**config.mk**
```make
export PLATFORM = sky130hd
export DESIGN_NAME = ps2_key_event_decoder
export DESIGN_NICKNAME = d
export VERILOG_FILES = /design/src/rtl/ps2_key_event_decoder.sv
export SDC_FILE = /design/constraint.sdc
export NUM_CORES = 1
export LEC_CHECK = 0
export CAP_MARGIN = 20
export CORE_AREA = 2 2 99 101
export DETAILED_ROUTE_END_ITERATION = 10
export DIE_AREA = 0 0 101 103
export DONT_BUFFER_PORTS = 1
export GPL_TIMING_DRIVEN = 0
export PLACE_DENSITY_LB_ADDON = 0.3
export SYNTH_ARGS = -nofsm -noshare
export SYNTH_HDL_FRONTEND = slang
export SYNTH_SLANG_ARGS = --single-unit
```
**constraint.sdc**
```tcl
create_clock -name clk -period 7 [get_ports clk]
set_clock_uncertainty 0.15 [all_clocks]
set_input_delay 1.4 -clock clk [delete_from_list [all_inputs] [get_ports clk]]
set_output_delay 1.4 -clock clk [all_outputs]
set_load 0.01 [all_outputs]
```
**src/rtl/ps2_key_event_decoder.sv**
```systemverilog
// Polls a PS/2 core data register over Avalon-MM and decodes scan-code set 2 byte
// sequences into make/break key events, buffered in a show-ahead FIFO.
module ps2_key_event_decoder #(
    parameter int POLL_INTERVAL = 1000,
    parameter int FIFO_DEPTH    = 8
) (
    input  logic                          clk,
    input  logic                          reset_n,
    output logic                          m_chipselect,
    output logic                          m_read,
    output logic                          m_address,
    output logic [3:0]                    m_byteenable,
    input  logic [31:0]                   m_readdata,
    input  logic                          m_waitrequest,
    output logic                          evt_valid,
    input  logic                          evt_ready,
    output logic [7:0]                    evt_code,
    output logic                          evt_ext,
    output logic                          evt_break,
    output logic [$clog2(FIFO_DEPTH):0]   fifo_count
);

    localparam int AW = $clog2(FIFO_DEPTH);
    localparam int TW = $clog2(POLL_INTERVAL);
    localparam logic [TW-1:0] RELOAD     = TW'(POLL_INTERVAL - 1);
    localparam logic [AW:0]   FULL_COUNT = (AW + 1)'(FIFO_DEPTH);

    localparam logic [0:0] ST_IDLE = 1'b0;
    localparam logic [0:0] ST_READ = 1'b1;

    logic [0:0]    state;
    logic [TW-1:0] timer;
    logic          ext_flag, brk_flag;
    logic [2:0]    skip_cnt;

    logic [9:0]    mem [FIFO_DEPTH];
    logic [AW-1:0] wr_ptr, rd_ptr;
    logic [AW:0]   count;
    logic [9:0]    head_hold;

    logic [7:0]    rx_byte;
    logic          rvalid, ravail_nz, sample, is_noise;
    logic          full, full_after, push, push_fire, pop;
    logic [9:0]    push_evt;
    logic          nxt_ext, nxt_brk;
    logic [2:0]    nxt_skip;
    logic [AW:0]   count_next;

    // Decoding m_read from the async-reset state register makes it drop the instant reset_n falls.
    assign m_read       = (state == ST_READ);
    assign m_chipselect = m_read;
    assign m_address    = 1'b0;
    assign m_byteenable = 4'b1111;

    assign rx_byte   = m_readdata[7:0];
    assign rvalid    = m_readdata[15];
    assign ravail_nz = |m_readdata[31:16];
    assign sample    = m_read && !m_waitrequest && rvalid;
    assign is_noise  = rx_byte inside {8'h00, 8'hAA, 8'hEE, 8'hFA, 8'hFC, 8'hFD, 8'hFE, 8'hFF};

    // NOTE: every output of a combinational block gets a default first so no latch is inferred.
    always_comb begin
        push     = 1'b0;
        push_evt = {ext_flag, brk_flag, rx_byte};
        nxt_ext  = ext_flag;
        nxt_brk  = brk_flag;
        nxt_skip = skip_cnt;
        if (sample) begin
            if (skip_cnt != 3'd0) begin
                nxt_skip = skip_cnt - 3'd1;
            end else if (rx_byte == 8'hE1) begin
                // Pause key: report once, then swallow the remaining 7 bytes of the sequence.
                push     = 1'b1;
                push_evt = {1'b1, 1'b0, 8'hE1};
                nxt_skip = 3'd7;
                nxt_ext  = 1'b0;
                nxt_brk  = 1'b0;
            end else if (rx_byte == 8'hE0) begin
                nxt_ext = 1'b1;
            end else if (rx_byte == 8'hF0) begin
                nxt_brk = 1'b1;
            end else if (!(is_noise && !ext_flag && !brk_flag)) begin
                push    = 1'b1;
                nxt_ext = 1'b0;
                nxt_brk = 1'b0;
            end
        end
    end

    assign full       = (count == FULL_COUNT);
    assign evt_valid  = (count != '0);
    assign pop        = evt_valid && evt_ready;
    assign push_fire  = push && (!full || pop);
    assign count_next = count + {{AW{1'b0}}, push_fire} - {{AW{1'b0}}, pop};
    assign full_after = (count_next == FULL_COUNT);
    assign fifo_count = count;

    assign {evt_ext, evt_break, evt_code} = evt_valid ? mem[rd_ptr] : head_hold;

    // NOTE: state registers use non-blocking assignments so every flop samples pre-edge values.
    always_ff @(posedge clk or negedge reset_n) begin
        if (!reset_n) begin
            state <= ST_IDLE;
            timer <= RELOAD;
        end else if (state == ST_IDLE) begin
            if (timer != '0) begin
                timer <= timer - TW'(1);
            end else if (!full) begin
                state <= ST_READ;
            end
        end else if (!m_waitrequest) begin
            // Keep draining back-to-back only while the core reports more bytes and room remains.
            if (!(rvalid && ravail_nz && !full_after)) begin
                state <= ST_IDLE;
                timer <= RELOAD;
            end
        end
    end

    always_ff @(posedge clk or negedge reset_n) begin
        if (!reset_n) begin
            ext_flag <= 1'b0;
            brk_flag <= 1'b0;
            skip_cnt <= 3'd0;
        end else begin
            ext_flag <= nxt_ext;
            brk_flag <= nxt_brk;
            skip_cnt <= nxt_skip;
        end
    end

    // NOTE: the storage array is not reset; only pointers and count qualify its contents.
    always_ff @(posedge clk) begin
        if (push_fire) begin
            mem[wr_ptr] <= push_evt;
        end
    end

    always_ff @(posedge clk or negedge reset_n) begin
        if (!reset_n) begin
            wr_ptr    <= '0;
            rd_ptr    <= '0;
            count     <= '0;
            head_hold <= '0;
        end else begin
            if (push_fire) wr_ptr <= wr_ptr + AW'(1);
            if (pop)       rd_ptr <= rd_ptr + AW'(1);
            if (evt_valid) head_hold <= mem[rd_ptr];
            count <= count_next;
        end
    end

endmodule

```
==> metrics.txt <==
crit path max fanout=8; final non-filler cell total=492; max-slew violation count=0; synthesis-stage register bit count=116; cell taking the most area after synthesis=edfxtp_1; worst skew pair latency=0.53 ns; core area=9460 um2; die height=103 um; post-synthesis async set-or-reset flop share=0.310; Synth cell types=46; yosys warns=0; setup tns final=0 ns; total power=2.36 mW; DR iter-0 viols=174; initial antenna violation count=0; htree depth=4; Initial Util=0.532; Peak VDD IR=0.151 mV; layout cells sized above 1=0.233; # rows=36; CP Capture Type=flop; nets=412; Global Route Usage Sum=0.207; gpl congestion=0.738; Mapped Cells=335; CP required=7.29 ns; type of the worst setup path=input pin to flop; post-DR wirelength/cell=20.0 um; worst-margin pin slew=0.895 ns; combinational family with the most area after synthesis=multiplexers; Main synth FF type=edfxtp_1; Clock transition at path regs=0.06 ns; minimum clock period=4.33 ns; final hold viol count=0; CTS Sinks=116; Area contributors post-synth=edfxtp_1 48%, dfrtp_1 14%, mux4_2 8.9%; final setup vio count=0; dpl cell area=5310 um2; worst r2r path cells=13; die area=10400 um2; post-CTS setup buffers=0; Slew headroom=0.403; Max-Cap Viols=0; post-route cell area=5870 um2; total gr overflow=0; hold buffers post-CTS=0; Simple-Gate Fraction of Synth Area=0.0915; PD cells=401 nW/um2; fillers=684; Post-Synth XOR/XNOR Area=0.0209; sequential area share after synthesis=0.658; CTS Buffer Depth=2; HPWL after detailed placement=6730 um; Vias=2825; Post-Route WL=9860 um; RSZ-0062 raised after global routing=no; Post-Syn Area=5030 um2; Die Span X=101 um; placed insts=460; PostCTS Resize Cnt=0; EDFF count, synth=80; Max Fclk=231 MHz; syn_area_per_cell=15.0 um2; Antenna diodes=0; final cycle utilization of the critical path=0.618; IO Count=58; Worst Hold Class=flop to flop; synth-to-layout area growth=16.7%; input/output buffers=0; # DRC=0; status=complete, no violations; number of buffers created by CTS=17; worst setup margin=2.67 ns; Detailed Routing Iterations Pass 1=5; Compound-Gate Fraction of Synth Area=0.0435; mux contribution to synthesized area=0.123; Post-Synth Adder-Cell Area=0.0308; remaining antenna violation count=0; largest net degree at the start of global routing=37; vias in the first global route=2877; Place WS=2.11 ns; CTS tree=done; clk root buf=clkbuf_8; Leakage Power=2.10 nW; WP data arrival=4.62 ns; crit path launch type=input pin; drt via density=5.74; post-synth top area share=0.477; first-pass GRT wire length=15400 um; hold depth=1
critical path: stages:
cell,delay (ns)
or4_1,0.51
a21oi_1,0.15
a31oi_1,0.12
o31ai_1,0.42
mux2i_1,0.14
ha_1,0.23
fa_1,0.39
xnor2_1,0.28
nand3_1,0.11
o211ai_1,0.35
nand2_1,0.29
a22oi_1,0.23
layout make-up:
cell class | instances | area, um2 | area share
buffer | 23 | 116 | 0.0198
clock buffer | 17 | 414 | 0.0705
timing repair buffer | 8 | 75.1 | 0.0128
inverter | 11 | 41.3 | 0.00703
tap | 114 | 143 | 0.0243
clock inverter | 15 | 148 | 0.0251
multi-input combinational | 188 | 1620 | 0.276
sequential | 116 | 3310 | 0.564
state kept, by name (all words and copies together) (netlist names):
signal,cells
wr_ptr,3
rd_ptr,3
m_chipselect,1
mem,80
head_hold,10
ext_flag,1
fifo_count,4
brk_flag,1
timer,10
skip_cnt,3
routing by layer:
metal  GRT usage  vias up  wire [um]
li1            -     1322          -
met1       0.270     1422       4200
met2       0.334       75       5000
met5           0        -          0
met4      0.0644        0         96
met3      0.0692        6        555
cells by family after synthesis:
kind of cell	after synthesis
flip-flops	116
AND/OR/NAND/NOR	89
multiplexers	36
AO/OA/AOI/OAI	34
buffers and inverters	34
adder cells (fa/ha/maj)	12
XOR/XNOR	12
other	2
power by group:
group	leakage, nW	switching, mW	internal, mW	total, mW
sequential	1.15	0.0825	0.848	0.930
clock	0.268	0.327	0.479	0.806
combinational	0.687	0.354	0.267	0.621
total	2.10	0.763	1.59	2.36
synthesized netlist by cell type (2+ instances only):
library cell / number
and2_1: 2
a21oi_1: 9
conb_1: 2
o21ai_0: 11
mux4_2: 20
mux2i_1: 14
a31oi_1: 3
nor2_1: 15
nor2b_1: 7
buf_2: 2
nand4_1: 2
ha_1: 10
dfstp_2: 8
o211ai_1: 2
or4_1: 5
and3_1: 2
xor2_1: 5
o21a_1: 2
nand3_1: 10
nand2_1: 23
dfrtp_1: 28
nor3_1: 7
clkbuf_1: 12
inv_1: 11
edfxtp_1: 80
buf_4: 6
xnor2_1: 7
buf_1: 2
nor4_1: 8
nor4b_1: 4
through the flow:
step	hold WS [ns]	utilization
finish	0.366	0.621
floorplan	0.336	-
detailed placement	0.362	0.562
CTS	0.376	0.621
global route	0.391	0.621
global placement	0.358	0.549
path summary, 6_finish.rpt:
path | from | end | slack, ns
min in group asynchronous | reset_n | skip_cnt[2]$_DFFE_PN0P_ | 0.42
max reg2reg | m_chipselect$_DFF_PN0_ | timer[1]$_DFFE_PN1P_ | 3.32
min reg2reg | skip_cnt[2]$_DFFE_PN0P_ | skip_cnt[2]$_DFFE_PN0P_ | 0.37
max in group asynchronous | reset_n | timer[2]$_DFFE_PN1P_ | 6.10
max | m_readdata[7] | timer[1]$_DFFE_PN1P_ | 2.67
min | skip_cnt[2]$_DFFE_PN0P_ | skip_cnt[2]$_DFFE_PN0P_ | 0.37
cell usage in the layout, fill, tap and decap left out, types with 3 or more instances in the layout:
cell,instances
conb_1,5
clkinv_4,3
nor4_1,6
o21ai_0,11
dfstp_2,8
a31oi_1,3
inv_6,6
nor3_1,5
nand2_1,23
xnor2_1,7
clkbuf_16,16
or4_1,5
edfxtp_1,80
clkinvlp_4,3
dfrtp_1,28
buf_6,4
nor4b_2,4
mux4_2,20
a21oi_1,9
nand3_1,10
nor2_1,15
mux2i_1,14
ha_1,10
clkbuf_1,12
xor2_1,5
buf_4,10
inv_1,11
nor2b_1,7
No activity file was read; power rests on OpenSTA's default activity.
